## src/rtl/mac_chunk_sequencer.sv

```systemverilog
// Chunk sequencer for a 16-lane MAC: issues NUM_CHUNKS memory reads, tracks
// pipeline validity, accumulates per-chunk sums and adds a bias to form one neuron result.
//
// state | meaning
// IDLE  | waiting for start
// ISSUE | driving addresses 0..NUM_CHUNKS-1, one per cycle
// DRAIN | reads finished, waiting for the last sums to leave the pipe
// DONE  | one-cycle done pulse, result valid
module mac_chunk_sequencer #(
  parameter int NUM_CHUNKS = 49,
  parameter int ADDR_WIDTH = 6,
  parameter int PIPE_LAT   = 4,
  parameter int SUM_WIDTH  = 20,
  parameter int ACC_WIDTH  = 26
) (
  input  logic                  clk,
  input  logic                  rst_n,
  input  logic                  start,
  input  logic [ACC_WIDTH-1:0]  bias,
  input  logic [SUM_WIDTH-1:0]  mac_sum,
  output logic                  mem_rd_en,
  output logic [ADDR_WIDTH-1:0] mem_addr,
  output logic                  busy,
  output logic                  done,
  output logic [ACC_WIDTH-1:0]  result
);

  typedef enum logic [1:0] {IDLE, ISSUE, DRAIN, DONE} state_t;

  localparam logic [ADDR_WIDTH-1:0] LAST = ADDR_WIDTH'(NUM_CHUNKS - 1);

  state_t                state;
  logic [PIPE_LAT-1:0]   vpipe;
  logic [ACC_WIDTH-1:0]  acc;
  logic [ADDR_WIDTH-1:0] acc_cnt;
  logic                  tail;
  logic [ACC_WIDTH-1:0]  sum_ext;

  // The pipe tail marks the cycle in which mac_sum belongs to an issued read.
  assign tail    = vpipe[PIPE_LAT-1];
  assign sum_ext = ACC_WIDTH'(mac_sum);

  always_ff @(posedge clk or negedge rst_n) begin
    if (!rst_n) begin
      state     <= IDLE;
      mem_rd_en <= 1'b0;
      mem_addr  <= '0;
      busy      <= 1'b0;
      done      <= 1'b0;
      result    <= '0;
      acc       <= '0;
      acc_cnt   <= '0;
      vpipe     <= '0;
    end else begin
      vpipe <= PIPE_LAT'({vpipe, mem_rd_en});
      done  <= 1'b0;
      if (tail) begin
        acc     <= acc + sum_ext;
        acc_cnt <= acc_cnt + ADDR_WIDTH'(1);
      end
      case (state)
        IDLE, DONE: begin
          if (start) begin
            state     <= ISSUE;
            mem_rd_en <= 1'b1;
            mem_addr  <= '0;
            busy      <= 1'b1;
            acc       <= '0;
            acc_cnt   <= '0;
            vpipe     <= '0;
          end else begin
            state <= IDLE;
            busy  <= 1'b0;
          end
        end
        ISSUE: begin
          // mem_addr doubles as the issue counter and holds after the last read.
          if (mem_addr == LAST) begin
            state     <= DRAIN;
            mem_rd_en <= 1'b0;
          end else begin
            mem_addr <= mem_addr + ADDR_WIDTH'(1);
          end
        end
        DRAIN: begin
          if (tail && acc_cnt == LAST) begin
            result <= acc + sum_ext + bias;
            state  <= DONE;
            busy   <= 1'b0;
            done   <= 1'b1;
          end
        end
        default: state <= IDLE;
      endcase
    end
  end

endmodule

```

## config.mk

```make
export PLATFORM = sky130hd
export DESIGN_NAME = mac_chunk_sequencer
export DESIGN_NICKNAME = d
export VERILOG_FILES = /design/src/rtl/mac_chunk_sequencer.sv
export SDC_FILE = /design/constraint.sdc
export NUM_CORES = 1
export LEC_CHECK = 0
export ABC_AREA = 1
export BUFFER_PORTS_ARGS = -buffer_cell sky130_fd_sc_hd__buf_4
export CORE_MARGIN = 2
export CORE_UTILIZATION = 53
export DETAILED_ROUTE_END_ITERATION = 6
export HOLD_SLACK_MARGIN = 0.02
export PLACE_DENSITY = 0.88
export SETUP_SLACK_MARGIN = 0.02
export SLEW_MARGIN = 20
export SYNTH_ARGS = -nofsm -noshare
export SYNTH_HDL_FRONTEND = slang
export SYNTH_SLANG_ARGS = --single-unit
```

## constraint.sdc

```tcl
create_clock -name clk -period 3 [get_ports clk]
set_clock_uncertainty 0.1 [all_clocks]
set_input_delay 0.15 -clock clk [delete_from_list [all_inputs] [get_ports clk]]
set_output_delay 0.15 -clock clk [all_outputs]
set_load 0.02 [all_outputs]
```

==> results of run 1 <==
layer usage:
layer | GRT usage, % | GRT overflow
met1 | 71.20 | 0
met3 | 56.79 | 0
met5 | 16.96 | 0
met2 | 86.02 | 0
met4 | 68.08 | 6
synth_stat cells, types with 4 or more instances:
| cell type | number |
|---|---|
| o21bai_1 | 5 |
| buf_2 | 4 |
| o21ai_0 | 55 |
| a21oi_2 | 4 |
| nand4_1 | 11 |
| nor2_1 | 102 |
| nand3_2 | 8 |
| nor3_1 | 10 |
| inv_1 | 112 |
| nand3_1 | 46 |
| clkbuf_1 | 8 |
| xor2_1 | 21 |
| o21ai_2 | 4 |
| nand2_1 | 189 |
| o21ai_1 | 22 |
| xnor2_1 | 11 |
| ha_1 | 52 |
| dfrtp_1 | 73 |
| a21oi_1 | 63 |
| nand2_2 | 10 |
stage by stage:
stage,area (µm²),utilization (%),hold slack [ps]
global placement,7535,69.20,249.3
detailed placement,7535,69.20,256.9
floorplan,5957,-,-245.6
CTS,8840,81.19,26.63
cell families after synthesis:
group,Yosys count
AND/OR/NAND/NOR,394
AO/OA/AOI/OAI,169
buffers and inverters,129
flip-flops,73
adder cells (fa/ha/maj),54
XOR/XNOR,32
timing repair:
| item | CTS |
|---|---|
| endpoints found under the hold margin | 73 |
| buffers inserted | 13 |
| resized for setup | 202 |
| pin swaps | 54 |
| hold buffers | 1 |
| setup endpoints to repair | 21 |
==> impl_results.md, run 1 <==
* Status: aborted with a tool error
* Failed at: global routing (5_1_grt)
* Stop err: [ERROR GRT-0232] Routing congestion too high. Check the congestion heatmap in the GUI.
* Largest family of logic cells by synthesized area: simple AND/OR/NAND/NOR gates
* Post-GRT worst EP: result[21]$_DFFE_PN0P_/D
* Synth Instances at between 800 and 900
* Clock Path Buffers at 2
* Synth warn at 0
* Overall Global Routing Usage at 70.41%
* Most area-hungry cell type in the Yosys netlist: dfrtp_1
* PortBufs at 83
* Pre-CTS setup slack at -317.9 ps
* Top cell type's share of synthesized area at slightly above 30%
* Post-synth top flop: dfrtp_1
* GPL Wtd Cong at 0.9522
* Async SR Flop Fraction at 100.0%
* Synth Area per Inst at between 6 and 7 µm²
* Maximum number of pins on one net before global-route repair at 74
* Synth Area in Adders at 11.60%
* Post-DP HPWL at 13540 µm
* GR Overflow Total at 6
* Num rows at 38
* Placed cell count at 1173
* Post-synthesis xor/xnor area fraction at ~4.7%
* H-tree depth at 3
* FF+latch count, synth at 73
* Buffer type at the clock tree root: clkbuf_8
* Die Y at between 100 and 150 µm
* Sequential share of the synthesized area at between 30% and 40%
* Simple-gate portion of the synthesized area at around 29%
* Worst_ep kind: sequential cell input
* Compound-Gate Fraction of Synth Area at 15.68%
* Post-synth EDFFs at 0
* Synthesized area at 0.005952 mm²
* Die W at ~110 µm
* I/O pin count at 84
* Synth area leaders: dfrtp_1, nand2_1, ha_1, inv_1, nor2_1
* CTS Sinks at 73
* Num CTS Buffers at 9
* Netlist cell types at between 40 and 50
* Starting Density at a little over half
* Mux contribution to synthesized area at 0%
* Mapped Nets at roughly 950
==> run 2, diff against run 1 <==
- CORE_UTILIZATION: 53 -> 40
- HOLD_SLACK_MARGIN: 0.02 -> not set
- PLACE_DENSITY: 0.88 -> not set
- PLACE_DENSITY_LB_ADDON: not set -> 0.15
- SETUP_SLACK_MARGIN: 0.02 -> not set
- clock period: 3 -> 3.9 ns (I/O delays scaled with it)
==> run 2 against run 1 <==
Effect of this change:
- the flow now finishes without violations
- synthesized cell count unchanged
- synthesized area unchanged
==> impl_results.md, run 2 <==
* Clock Path Buffers at 2 (unchanged)
* Final worst-path cycle share at between 90 and 100%
* Worst reg2reg path endpoint: result[19]$_DFFE_PN0P_
* Die Y at 126.0 µm (+15%)
* Clock power frac at between 10% and 20%
* CTS Sinks at 73 (unchanged)
* R2R setup slack at about 300 ps
* Commonest non-fill, non-tap cell in the layout: nand2_1
* Setup CP Type: flip-flop to flip-flop
* Unrepaired setup endpoints after global routing: true
* Routed vias/inst at 5.069
* Static Leak at 3.673 nW
* Routed Antenna Nets at 0
* Starting Density at 40.95% (-14 points)
* Placed cell count at 1106 (-5.7%)
* Netlist cell types at 44 (unchanged)
* CTS tree: built
* Final Hold Fails at 0
* Via count of the first global-routing pass at between 5000 and 6000
* Hold_sp: bias[0]
* Comb power frac at approximately 66%
* Maximum VDD drop at between 300 and 400 µV
* Synthesized area at 0.005952 mm² (unchanged)
* Sequential share of the synthesized area at 30.69% (unchanged)
* Top cell type's share of synthesized area at 30.69% (unchanged)
* I/O pin count at 84 (unchanged)
* Final Net Count at a little over 1000
* Internal power at about 2.9 mW
* Pre-CTS setup slack at 225.2 ps (+543.1 ps)
* First-pass GRT wire length at between 20000 and 30000 µm
* Num CTS Buffers at 9 (unchanged)
* Mapped Nets at 954 (unchanged)
* Synth Area per Inst at 6.994 µm² (unchanged)
* Async SR Flop Fraction at 100.0% (unchanged)
* DRT Wirelength at between 15000 and 20000 µm
* Setup ws final at between 300 and 400 ps
* Num rows at 44 (+16%)
* Hold Crit Depth at 4
* Post-DP HPWL at 13090 µm (-3.3%)
* Synth Instances at 851 (unchanged)
* GPL Wtd Cong at 0.9339 (-1.9%)
* CP max FO at 4
* Drt wl/cell at 14.86 µm
* FF+latch count, synth at 73 (unchanged)
* Clk slew on worst S/H paths at 60 ps
* Slew @ Worst Pin at 955.9 ps
* Maximum number of pins on one net before global-route repair at 74
* Critical path endpoint category: flip-flop
* Crit path DAT at 3780 ps
* Antenna violations before repair at 0
* Power per standard cell area at 849.8 mW/mm²
* Slew Limit Fails at 0
* Class of the worst hold path: input port to flip-flop
* Pre-antenna DRT Iters at 5
* GR Overflow Total at 0
* Synth top cells by count: nand2_1, inv_1, nor2_1
* Final setup fails at 0
* Net switching power at 3.118 mW
* Diodes inserted at 0
* Max-cap check violation count at 0
* DRC at 0
* PortBufs at 83 (unchanged)
* Minimum clock period after layout at ~3600 ps
* Iter 0 DRT Violations at approximately 360
* H-tree depth at 3 (unchanged)
* Buffer type at the clock tree root: clkbuf_16
* Critical path data required time at between 4000 and 5000 ps
* DR vias at 5698
* Overall Global Routing Usage at a little over a fifth
* Clock latency on the worst-skew pair at roughly 350 ps
* Worst R2R Path Depth at 18
* Critical Path Source: acc[0]$_DFF_PN0_
* Die W at 126.0 µm (+15%)
* Die area at about 0.016 mm²
* Most area-hungry cell type in the Yosys netlist: dfrtp_1
* Share of layout cells above drive strength 1 at 15.64%
* Tot Pwr at 6.061 mW
* Worst Setup Start Kind: flip-flop
* Core Region at between 0.01 and 0.015 mm²
* Maximum clock frequency at about 280 MHz
* Setup TNS at 0 ps
* Synth warn at 0 (unchanged)
* Synth area leaders: dfrtp_1, nand2_1, ha_1, inv_1, nor2_1
* Count leader, synth: nand2_1
* Count of non-filler cells in the finished layout at roughly 1100
* Top Registers: acc: 26 flops, result: 26 flops
* Sequential power share at between 15 and 20%
* Post-synth EDFFs at 0 (unchanged)
* Status: finished clean
* Post-synth top flop: dfrtp_1
* Worst setup path end: result[19]$_DFFE_PN0P_
* Sw frac at 51.44%
* Util after Layout at 49.07%
* RR Startpoint: acc[0]$_DFF_PN0_
* Most frequent cells in the layout: nand2_1, inv_1, nor2_1, buf_4, dfrtp_1
* Slew headroom at 36.27%
* Layout area overhead at 19.82%
==> run 2: worst min path at each step <==
stage and to:
6_report result[0]$_DFFE_PN0P_, 5_1_grt result[0]$_DFFE_PN0P_, 4_1_cts result[0]$_DFFE_PN0P_, 3_5_place_dp acc[8]$_DFF_PN0_
3_3_place_gp acc[8]$_DFF_PN0_, 2_1_floorplan acc[0]$_DFF_PN0_
==> run 2: repair_timing <==
item | in CTS | in global routing
buffers inserted | 0 | 1
hold buffers | 1 | 0
setup endpoints to repair | 0 | 5
hold endpoints to repair | 73 | 0
resized for setup | 0 | 4
==> run 2: kinds of logic (layout without fill, tap and decap cells) <==
kind of cell | Yosys count | after routing | synth area share (%)
adder cells (fa/ha/maj) | 54 | 54 | 11.60
AND/OR/NAND/NOR | 394 | 394 | 28.91
XOR/XNOR | 32 | 32 | 4.709
buffers and inverters | 129 | 218 | 8.409
flip-flops | 73 | 73 | 30.69
AO/OA/AOI/OAI | 169 | 169 | 15.68
==> run 2: power by group through the flow <==
stage / registers, mW / logic, mW / clock network [mW]
floorplan: 1.08 / 2.93 / 0
global placement: 1.09 / 3.96 / 0
detailed placement: 1.10 / 3.94 / 0
CTS: 1.08 / 3.97 / 0.967
global route: 1.11 / 4.56 / 0.996
finish: 1.09 / 4.02 / 0.952
==> run 2: through the flow <==
| stage | hold WS [ps] | area (µm²) |
|---|---|---|
| after global placement | 314.8 | 6751 |
| after detailed placement | 310.4 | 6751 |
| after global routing | 146.1 | 7132 |
| final | 94.41 | 7132 |
| after floorplan | -200.6 | 5952 |
| after CTS | 94.36 | 7099 |
==> run 2: critical path: stages (launching register included) <==
cell and delay [ps]:
dfrtp_1 380, ha_1 260, fa_1 420, nand2_1 100, o21ai_2 120, a21oi_4 220, o21ai_1 120, xor2_2 190
ha_1 360, a21oi_1 190, a21boi_0 260, nor2_1 110, nor2_1 100, nand2_1 90, a21oi_1 240, inv_1 70
nand2_1 60, nand3_1 70, nand2_1 70
==> run 2: metal layers <==
| metal | track usage [%] | share of wire (%) |
|---|---|---|
| met5 | 0 | 0 |
| met4 | 7.240 | 2.1 |
| met3 | 2.846 | 4.1 |
| met2 | 33.21 | 44 |
| met1 | 31.22 | 50 |
==> run 2: area by class of cell <==
| type | instances | area, µm² |
|---|---|---|
| fill | 1539 | 7402 |
| multi-input combinational | 649 | 3650 |
| sequential | 73 | 1827 |
| timing repair buffer | 87 | 655.6 |
| inverter | 115 | 431.7 |
| clock buffer | 11 | 252.7 |
| tap | 184 | 230.2 |
| clock inverter | 5 | 85.08 |
Note: power is estimated with default switching activity, not from simulation.
==> run 3, diff against run 2 <==
- CORE_UTILIZATION: 40 -> 29
==> run 3 against run 2 <==
Effect of this change:
- register-to-register slack worse by 40 ps
- critical path depth is 3 higher
- via count down 1.2%
- clock power fell by 15%
- largest cell class unchanged
- global-route usage decreased by 4.3 points
- first-iteration DRC count decreased by 24%
- largest power group unchanged
- routed wire length rose by 8.4%
- final cell count is 7.6% higher
- core utilization fell by 14 points
- sequential power hardly changed
- total power down 2.5%
==> impl_results.md, run 3 (same netlist as run 2, synthesis figures left out) <==
* Pre-antenna DRT Iters at 5 (unchanged)
* Clk slew on worst S/H paths at 60 ps (about the same)
* PortBufs at 83 (unchanged)
* Starting Density at 29.51% (-11 points)
* Unrepaired setup endpoints after global routing: false
* Setup TNS at 0 ps (unchanged)
* Routed Antenna Nets at 0 (unchanged)
* Maximum number of pins on one net before global-route repair at 74 (unchanged)
* Worst hold endpoint: result[0]$_DFFE_PN0P_
* Most frequent cells in the layout: nand2_1, inv_1, nor2_1, buf_4, dfrtp_1
* CP max stage cell: fa_1
* Net switching power at 3.131 mW (+0.43%)
* Status: finished clean
* Antenna violations before repair at 0 (unchanged)
* Buffer type at the clock tree root: clkbuf_16
* Die area at 0.02169 mm² (+37%)
* Worst Setup Start Kind: flip-flop
* Clock Path Buffers at 2 (unchanged)
* Core Region at 0.02017 mm² (+39%)
* DRT Wirelength at 18120 µm (+8.4%)
* Hold_sp: bias[0]
* R2R setup slack at 260 ps (-40 ps)
* Worst reg2reg path endpoint: result[25]$_DFFE_PN0P_
* Minimum clock period after layout at 3637 ps (+39.37 ps)
* GR Overflow Total at 0 (unchanged)
* Num rows at 52 (+18%)
* Util after Layout at 35.52% (-14 points)
* Iter 0 DRT Violations at 270 (-24%)
* Comb power frac at 67.9% (+1.5 points)
* CP dominant cell by count: nand2_1
* GPL Wtd Cong at 0.8875 (-5.0%)
* Maximum clock frequency at 275.0 MHz (-1.1%)
* Internal power at 2.778 mW (-5.6%)
* Clock power frac at 13.7% (-2.0 points)
* Max-cap check violation count at 0 (unchanged)
* Slew headroom at 36.34% (+0.066 points)
* Critical-path cell list: ha_1, fa_1, nand2_1, o21ai_2, a21oi_4, inv_1, nand2_1, nand2_1, xor2_1, ha_1, nand2_1, nor2_1, inv_1, nor2_1, nand3_1, nand3_2, nand2_1, nand2_1, nand3_1, nand3_1, nand2_1
* Class of the worst hold path: input port to flip-flop
* Maximum VDD drop at 283.1 µV (-12%)
* Critical path data required time at 4030 ps (-50 ps)
* Slowest stage delay, CP at 430 ps (about the same)
* Post-CTS setup buffer count at 0 (unchanged)
* DRC at 0 (unchanged)
* Slew Limit Fails at 0 (unchanged)
* Critical path endpoint category: flip-flop
* Post-DP HPWL at 14290 µm (+9.1%)
* Power per standard cell area at 824.7 mW/mm² (-2.9%)
* Die W at 147.3 µm (+17%)
* Num CTS Buffers at 9 (unchanged)
* Clock latency on the worst-skew pair at 350 ps (about the same)
* Worst R2R Path Depth at 21 (+3)
* CP max FO at 4 (unchanged)
* Static Leak at 3.642 nW (-0.84%)
* Routed vias/inst at 4.658 (-8.1%)
* Sw frac at 52.99% (+1.5 points)
* CTS Sinks at 73 (unchanged)
* DR vias at 5632 (-1.2%)
* Final Hold Fails at 0 (unchanged)
* Final worst-path cycle share at 93.26% (+1.0 points)
* Crit path DAT at 3770 ps (about the same)
* Drt wl/cell at 14.99 µm (+0.82%)
* Sequential power share at 18.4% (+0.5 points)
* Commonest non-fill, non-tap cell in the layout: nand2_1
* First-pass GRT wire length at 29250 µm (+6.9%)
* Layout area overhead at 20.37%
* Top Registers: acc: 26 flops, result: 26 flops
* Overall Global Routing Usage at 17.19% (-4.3 points)
* Setup CP Type: flip-flop to flip-flop
* Slew @ Worst Pin at 953.9 ps (-2.045 ps)
* Final Net Count at 1038 (unchanged)
* Die Y at 147.3 µm (+17%)
* Final setup fails at 0 (unchanged)
* RR Startpoint: acc[0]$_DFF_PN0_
* Diodes inserted at 0 (unchanged)
* H-tree depth at 3 (unchanged)
* Share of layout cells above drive strength 1 at 15.23% (-0.41 points)
* I/O pin count at 84 (unchanged)
* Via count of the first global-routing pass at 5634 (+2.0%)
* Hold Crit Depth at 4 (unchanged)
* CTS tree: built
run 3: worst max path at each step:
| stage | start | endpoint | cells after the start |
|---|---|---|---|
| 2_1_floorplan | acc[0]$_DFF_PN0_ | result[25]$_DFFE_PN0P_ | 21 |
| 3_3_place_gp | acc[0]$_DFF_PN0_ | result[25]$_DFFE_PN0P_ | 21 |
| 3_5_place_dp | acc[0]$_DFF_PN0_ | result[25]$_DFFE_PN0P_ | 21 |
| 4_1_cts | acc[0]$_DFF_PN0_ | result[25]$_DFFE_PN0P_ | 21 |
| 5_1_grt | acc[0]$_DFF_PN0_ | result[25]$_DFFE_PN0P_ | 21 |
| 6_report | acc[0]$_DFF_PN0_ | result[25]$_DFFE_PN0P_ | 21 |
run 3: layout make-up:
| class | instances | area [µm²] |
|---|---|---|
| inverter | 115 | 431.7 |
| tap | 270 | 337.8 |
| clock inverter | 4 | 30.03 |
| multi-input combinational | 649 | 3636 |
| timing repair buffer | 87 | 659.4 |
| fill | 2230 | 13010 |
| sequential | 73 | 1827 |
| clock buffer | 11 | 242.7 |
run 3: power by group through the flow:
stage          Combinational [mW]  Clock (mW)  Sequential [mW]
6_report                     4.01       0.809             1.09
5_1_grt                      4.55       0.859             1.12
4_1_cts                      4.02       0.829             1.09
3_5_place_dp                 3.99           0             1.10
3_3_place_gp                 4.04           0             1.10
2_1_floorplan                2.93           0             1.08
run 3: repair_timing:
| action | CTS | global route |
|---|---|---|
| gates resized for setup | 0 | 2 |
| endpoints found under the setup margin | 0 | 4 |
| hold endpoints to repair | 73 | 0 |
| hold buffers | 1 | 0 |
run 3: per-stage QoR:
step	setup WS [ps]	total power, mW	std cells	hold WS (ps)	cell area (µm²)
final	263.0	5.909	1209	92.08	7164
after global routing	5.846	6.529	1209	113.1	7164
after CTS	193.8	5.933	1209	96.08	7149
after detailed placement	217.0	5.093	1193	333.3	6867
after global placement	187.9	5.134	1193	334.0	6867
after floorplan	826.7	4.004	851	-200.6	5952
run 3: worst max-delay path: cells and delay by family (launching register included):
family | cells | cell delay (ps)
buffers and inverters | 2 | 130
AOI/OAI and AO/OA | 2 | 330
and+or+nand+nor | 13 | 1370
xor gates and xnor gates | 1 | 170
DFF | 1 | 370
adders and majority gates | 3 | 1070
run 3: per-layer routing:
metal  vias to the layer above  GRT usage, %  part of all wire, %
met2                        73         28.01                   46
met3                        17         2.329                  2.2
met5                         -             0                    0
met4                         0         4.712                  1.3
li1                       2944             -                    -
met1                      2598         23.94                   51
